### config.mk
export PLATFORM = sky130hd
export DESIGN_NAME = nibble_serial_adder
export DESIGN_NICKNAME = d
export VERILOG_FILES = /design/src/rtl/nibble_serial_adder.sv
export SDC_FILE = /design/constraint.sdc
export NUM_CORES = 1
export LEC_CHECK = 0
export CELL_PAD_IN_SITES_DETAIL_PLACEMENT = 1
export CELL_PAD_IN_SITES_GLOBAL_PLACEMENT = 2
export CORE_UTILIZATION = 29
export DETAILED_ROUTE_END_ITERATION = 16
export PLACE_DENSITY_LB_ADDON = 0.12
export SLEW_MARGIN = 15
export SYNTH_ARGS = -nofsm -noshare
export SYNTH_HDL_FRONTEND = slang
export SYNTH_SLANG_ARGS = --single-unit
### constraint.sdc
create_clock -name clk -period 1.92 [get_ports clk]
set_clock_uncertainty 0.2 [all_clocks]
set_input_delay 0.192 -clock clk [delete_from_list [all_inputs] [get_ports clk]]
set_output_delay 0.192 -clock clk [all_outputs]
set_load 0.05 [all_outputs]
### src/rtl/nibble_serial_adder.sv
// rtl/nibble_serial_adder.sv - nibble-serial sequencer around an external 4-bit full-adder stage
//
// Purpose:
//   Adds two WIDTH-bit unsigned operands one nibble per cycle through an
//   external combinational 4-bit adder. The carry is chained in a register.
//   Operands are accepted on a valid/ready handshake and the result is
//   presented on another valid/ready handshake. An op takes WIDTH/4 RUN
//   cycles, followed by one DONE cycle at minimum.
//
// Configuration:
//   NSA_SIGNED_OVF_EN - when defined, adds the result_ovf port. It reports
//                       two's-complement overflow of the full-width sum.
//
// Ports:
//   clk, rst_n            clock, asynchronous active-low reset
//   in_valid/in_ready     operand handshake (in_ready high only in IDLE)
//   op_a, op_b, op_cin    operands and carry-in, latched on acceptance
//   add_a/add_b/add_cin   nibble operands to the adder stage (0 outside RUN)
//   add_sum/add_carry     combinational response of the adder stage
//   out_valid/out_ready   result handshake (out_valid high only in DONE)
//   result, result_carry  registered sum and MS-nibble carry-out
//   result_ovf            signed overflow flag (NSA_SIGNED_OVF_EN only)
//   busy                  high in RUN or DONE

module nibble_serial_adder #(
   parameter int WIDTH = 16
) (
   input  logic             clk,
   input  logic             rst_n,
   input  logic             in_valid,
   output logic             in_ready,
   input  logic [WIDTH-1:0] op_a,
   input  logic [WIDTH-1:0] op_b,
   input  logic             op_cin,
   output logic [3:0]       add_a,
   output logic [3:0]       add_b,
   output logic             add_cin,
   input  logic [3:0]       add_sum,
   input  logic             add_carry,
   output logic             out_valid,
   input  logic             out_ready,
   output logic [WIDTH-1:0] result,
   output logic             result_carry,
`ifdef NSA_SIGNED_OVF_EN
   output logic             result_ovf,
`endif
   output logic             busy
);

   localparam int NIBBLES = WIDTH / 4;
   localparam int IW      = $clog2(NIBBLES);
   localparam logic [IW-1:0] LAST_IDX = IW'(NIBBLES - 1);

   typedef enum logic [1:0] {
      IDLE = 2'd0,
      RUN  = 2'd1,
      DONE = 2'd2
   } state_t;

   state_t                    state;
   logic [IW-1:0]             idx;
   logic                      carry_reg;
   // Operands and result are held as nibble arrays so the active nibble
   // is selected by idx directly.
   logic [NIBBLES-1:0][3:0]   opa_reg;
   logic [NIBBLES-1:0][3:0]   opb_reg;
   logic [NIBBLES-1:0][3:0]   res_reg;
   logic                      res_carry_reg;
`ifdef NSA_SIGNED_OVF_EN
   logic                      ovf_reg;
`endif

   // The handshake and status outputs are plain decodes of the state register.
   assign in_ready     = (state == IDLE);
   assign out_valid    = (state == DONE);
   assign busy         = (state != IDLE);
   assign result       = res_reg;
   assign result_carry = res_carry_reg;
`ifdef NSA_SIGNED_OVF_EN
   assign result_ovf   = ovf_reg;
`endif

   // The adder-stage inputs are driven only from registers, so the external
   // adder sees a clean path starting at the flops.
   always_comb begin
      add_a   = 4'h0;
      add_b   = 4'h0;
      add_cin = 1'b0;
      if (state == RUN) begin
         add_a   = opa_reg[idx];
         add_b   = opb_reg[idx];
         add_cin = carry_reg;
      end
   end

   always_ff @(posedge clk or negedge rst_n) begin
      if (!rst_n) begin
         state         <= IDLE;
         idx           <= '0;
         carry_reg     <= 1'b0;
         opa_reg       <= '0;
         opb_reg       <= '0;
         res_reg       <= '0;
         res_carry_reg <= 1'b0;
`ifdef NSA_SIGNED_OVF_EN
         ovf_reg       <= 1'b0;
`endif
      end else begin
         case (state)
            IDLE: begin
               if (in_valid) begin
                  opa_reg   <= op_a;
                  opb_reg   <= op_b;
                  carry_reg <= op_cin;
                  idx       <= '0;
                  res_reg   <= '0;
`ifdef NSA_SIGNED_OVF_EN
                  ovf_reg   <= 1'b0;
`endif
                  state     <= RUN;
               end
            end
            RUN: begin
               res_reg[idx] <= add_sum;
               carry_reg    <= add_carry;
               if (idx == LAST_IDX) begin
                  // The last nibble's carry and sum MSB form the final flags.
                  idx           <= '0;
                  res_carry_reg <= add_carry;
`ifdef NSA_SIGNED_OVF_EN
                  ovf_reg <= (opa_reg[NIBBLES-1][3] == opb_reg[NIBBLES-1][3]) &&
                             (add_sum[3] != opa_reg[NIBBLES-1][3]);
`endif
                  state         <= DONE;
               end else begin
                  idx <= idx + 1'b1;
               end
            end
            DONE: begin
               // This state always returns to IDLE. A new op cannot be
               // accepted in the same cycle that the result leaves.
               if (out_ready) begin
                  state <= IDLE;
               end
            end
            default: state <= IDLE;
         endcase
      end
   end

endmodule

==> results.sh <==
export IMPL_placed_area_um2=3470
export IMPL_num_rows=33
export IMPL_vias_per_cell=4.58
export IMPL_yosysTopAreaCell="dfrtp_1"
export IMPL_fmax_mhz=484
export IMPL_drive_gt1_share_pct=25.3
export IMPL_powerDensity_nw_per_um2=1870
export IMPL_hold_viol=0
export IMPL_cts_clk_slew_worst_paths_ps=100
export IMPL_grt_pass1_vias=2018
export IMPL_fin_crit_sh_pct=108
export IMPL_vias=1948
export IMPL_dpl_hpwl_um=4360
export IMPL_setup_slack_ps=-147
export IMPL_start_kind="flop"
export IMPL_drc=0
export IMPL_synth_cell_types=27
export IMPL_nFillCells=908
export IMPL_rsz0062_at_grt="true"
export IMPL_numCtsBuffers=5
export IMPL_hold_path_class="in2async"
export IMPL_syn_cell_area_um2=2460
export IMPL_cp_max_fo=7
export IMPL_seqCellArea_um2=1350
export IMPL_drt_total_wl_um=6270
export IMPL_worstMarginPinSlew_ps=525
export IMPL_floorplan_die_height_um=94.1
export IMPL_critPathKind="reg2out"
export IMPL_synthArstFlopShare_pct=100
export IMPL_numPortBuffers=70
export IMPL_nets=366
export IMPL_syn_area_per_cell_um2=10.7
export IMPL_synth_top_cell_area_share_pct=54.9
export IMPL_maxCapViolations=0
export IMPL_cts_tree="built"
export IMPL_cts_sinks=54
export IMPL_grt_max_degree=27
export IMPL_die_width_um=94.1
export IMPL_antennaDiodeCount=0
export IMPL_dp_slack_ps=119
export IMPL_multi_input_area_um2=1080
export IMPL_relSlewSlack_pct=65.0
export IMPL_grt_use_total_pct=15.3
export IMPL_finalSetupViolCount=12
export IMPL_synth_seq_cells=54
export IMPL_cp_data_required_time_ps=1530
export IMPL_cts_max_level=2
export IMPL_violations="setup timing"
export IMPL_drtIter0Drc=33
export IMPL_area_growth_pct=52.1
export IMPL_worstSkewPairLatency_ps=300
export IMPL_status="finished, violations left"
export IMPL_yosys_top_cells_area="dfrtp_1 55%, nand2_1 15%, mux4_2 7.3%"
export IMPL_design_area_um2=3740
export IMPL_ios=71
export IMPL_p_leak_nw=1.76
export IMPL_slew_viol_final=0
export IMPL_ir_drop_uv=906
export IMPL_gp_congestion=0.712
export IMPL_finalSetupTns_ps=-1140
export IMPL_dieArea_um2=8860
export IMPL_synth_edf_count=0
export IMPL_grt_pass1_wl_um=10300
export IMPL_drt_first_pass_iters=4
export IMPL_syn_inst=231
export IMPL_core_area_um2=8220
export IMPL_initial_core_util_pct=30.0
export IMPL_ys_seq_area_share_pct=54.9
export IMPL_critPathCaptureType="output pin"
export IMPL_synth_ff_type="dfrtp_1"
export IMPL_root_buffer="clkbuf_8"
export IMPL_fin_hold_ws_ps=189
export IMPL_wl_per_cell_um=14.8
export IMPL_ys_warn_count=0
export IMPL_grt_overflow=0
export IMPL_postRouteAntennaNets=0
export IMPL_synthesis_nets=278
export IMPL_antenna_found_initial=0
export IMPL_clockBufferDepth=2
export IMPL_min_period_ps=2070
export IMPL_cp_arrival_ps=1670
path summary, 6_finish.rpt:
check	endpoint	from	cells past startpoint	slack [ps]
setup reg to reg	result[4]	idx[0]	6	-10
min in group clk	opa_reg[13]	op_a[13]	3	210
max in group asynchronous	opb_reg[14]	rst_n	3	690
hold reg to reg	opa_reg[10]	opa_reg[10]	2	280
setup / recovery	add_a[1]	idx[0]	4	-150
hold / removal	result[8]	rst_n	2	190
power by group:
group	leakage (nW)	switching [mW]	internal, mW
logic	1.03	2.30	2.13
registers	0.680	0.280	1.63
clock network	0.0472	0.371	0.291
synth_stat cells (3+ instances only):
library cell,number
ha_1,5
a32o_1,12
and3_1,4
buf_2,6
inv_1,3
buf_6,4
mux2_2,4
dfrtp_1,54
mux4_2,8
a21oi_1,4
and2_1,9
nand2_1,99
layout make-up:
class | instances | area share (%)
Clock inverter | 2 | 0.334
Sequential cell | 54 | 36.2
Inverter | 3 | 0.301
Tap cell | 105 | 3.51
Clock buffer | 6 | 2.21
Multi-Input combinational cell | 162 | 29.0
Timing Repair Buffer | 93 | 28.5
per-stage QoR:
stage	cells	power (mW)	util, %
finish	425	7.01	45.5
global route	425	7.45	45.5
CTS	420	6.93	44.4
floorplan	231	4.32	-
global placement	408	5.92	42.2
detailed placement	408	5.98	42.2
cell usage in the layout (no fill, tap or decap), types with 2 or more instances in the layout:
cell              n
clkdlybuf4s50_1  52
clkbuf_8          6
inv_1             2
and2_4            8
nand2_2           2
buf_12           16
nand2_1          98
o21ai_0           2
dfrtp_2           2
a21oi_1           3
ha_4              3
mux4_2            8
mux2_2            4
nand3_1           2
a32o_1           12
clkbuf_16         2
and3_1            4
buf_4            20
o31ai_1           2
dfrtp_1          52
nand2b_1          2
ha_1              2
worst max-delay path, cell delays in order (launching register included):
cell     delay (ps)
dfrtp_2         420
buf_12          150
mux4_2          500
and2_4          160
buf_12          140
cell families (layout without fill, tap and decap cells):
group	count (synthesis)	after routing	synth area share, %
and+or+nand+nor	123	123	21.8
DFF	54	54	54.9
AOI/OAI and AO/OA	21	21	7.02
buffers and inverters	15	104	3.97
muxes	13	13	9.76
adders and majority gates	5	5	2.54
routing by layer:
layer  GRT usage (%)  vias to the layer above  wire length (um)
met5               0                        -                 0
met4            3.85                        0                63
met3            3.40                        5               240
met2            26.0                       44              3160
met1            19.7                      955              2810
li1                -                      944                 -
what timing repair did:
item / in CTS / in global routing
pin swaps: 8 / 1
resized for setup: 15 / 8
endpoints found under the hold margin: 20 / 0
buffers inserted: 2 / 4
cloned: 1 / 1
setup endpoints to repair: 9 / 25
hold buffers: 1 / 0
No activity file was read; power rests on OpenSTA's default activity.
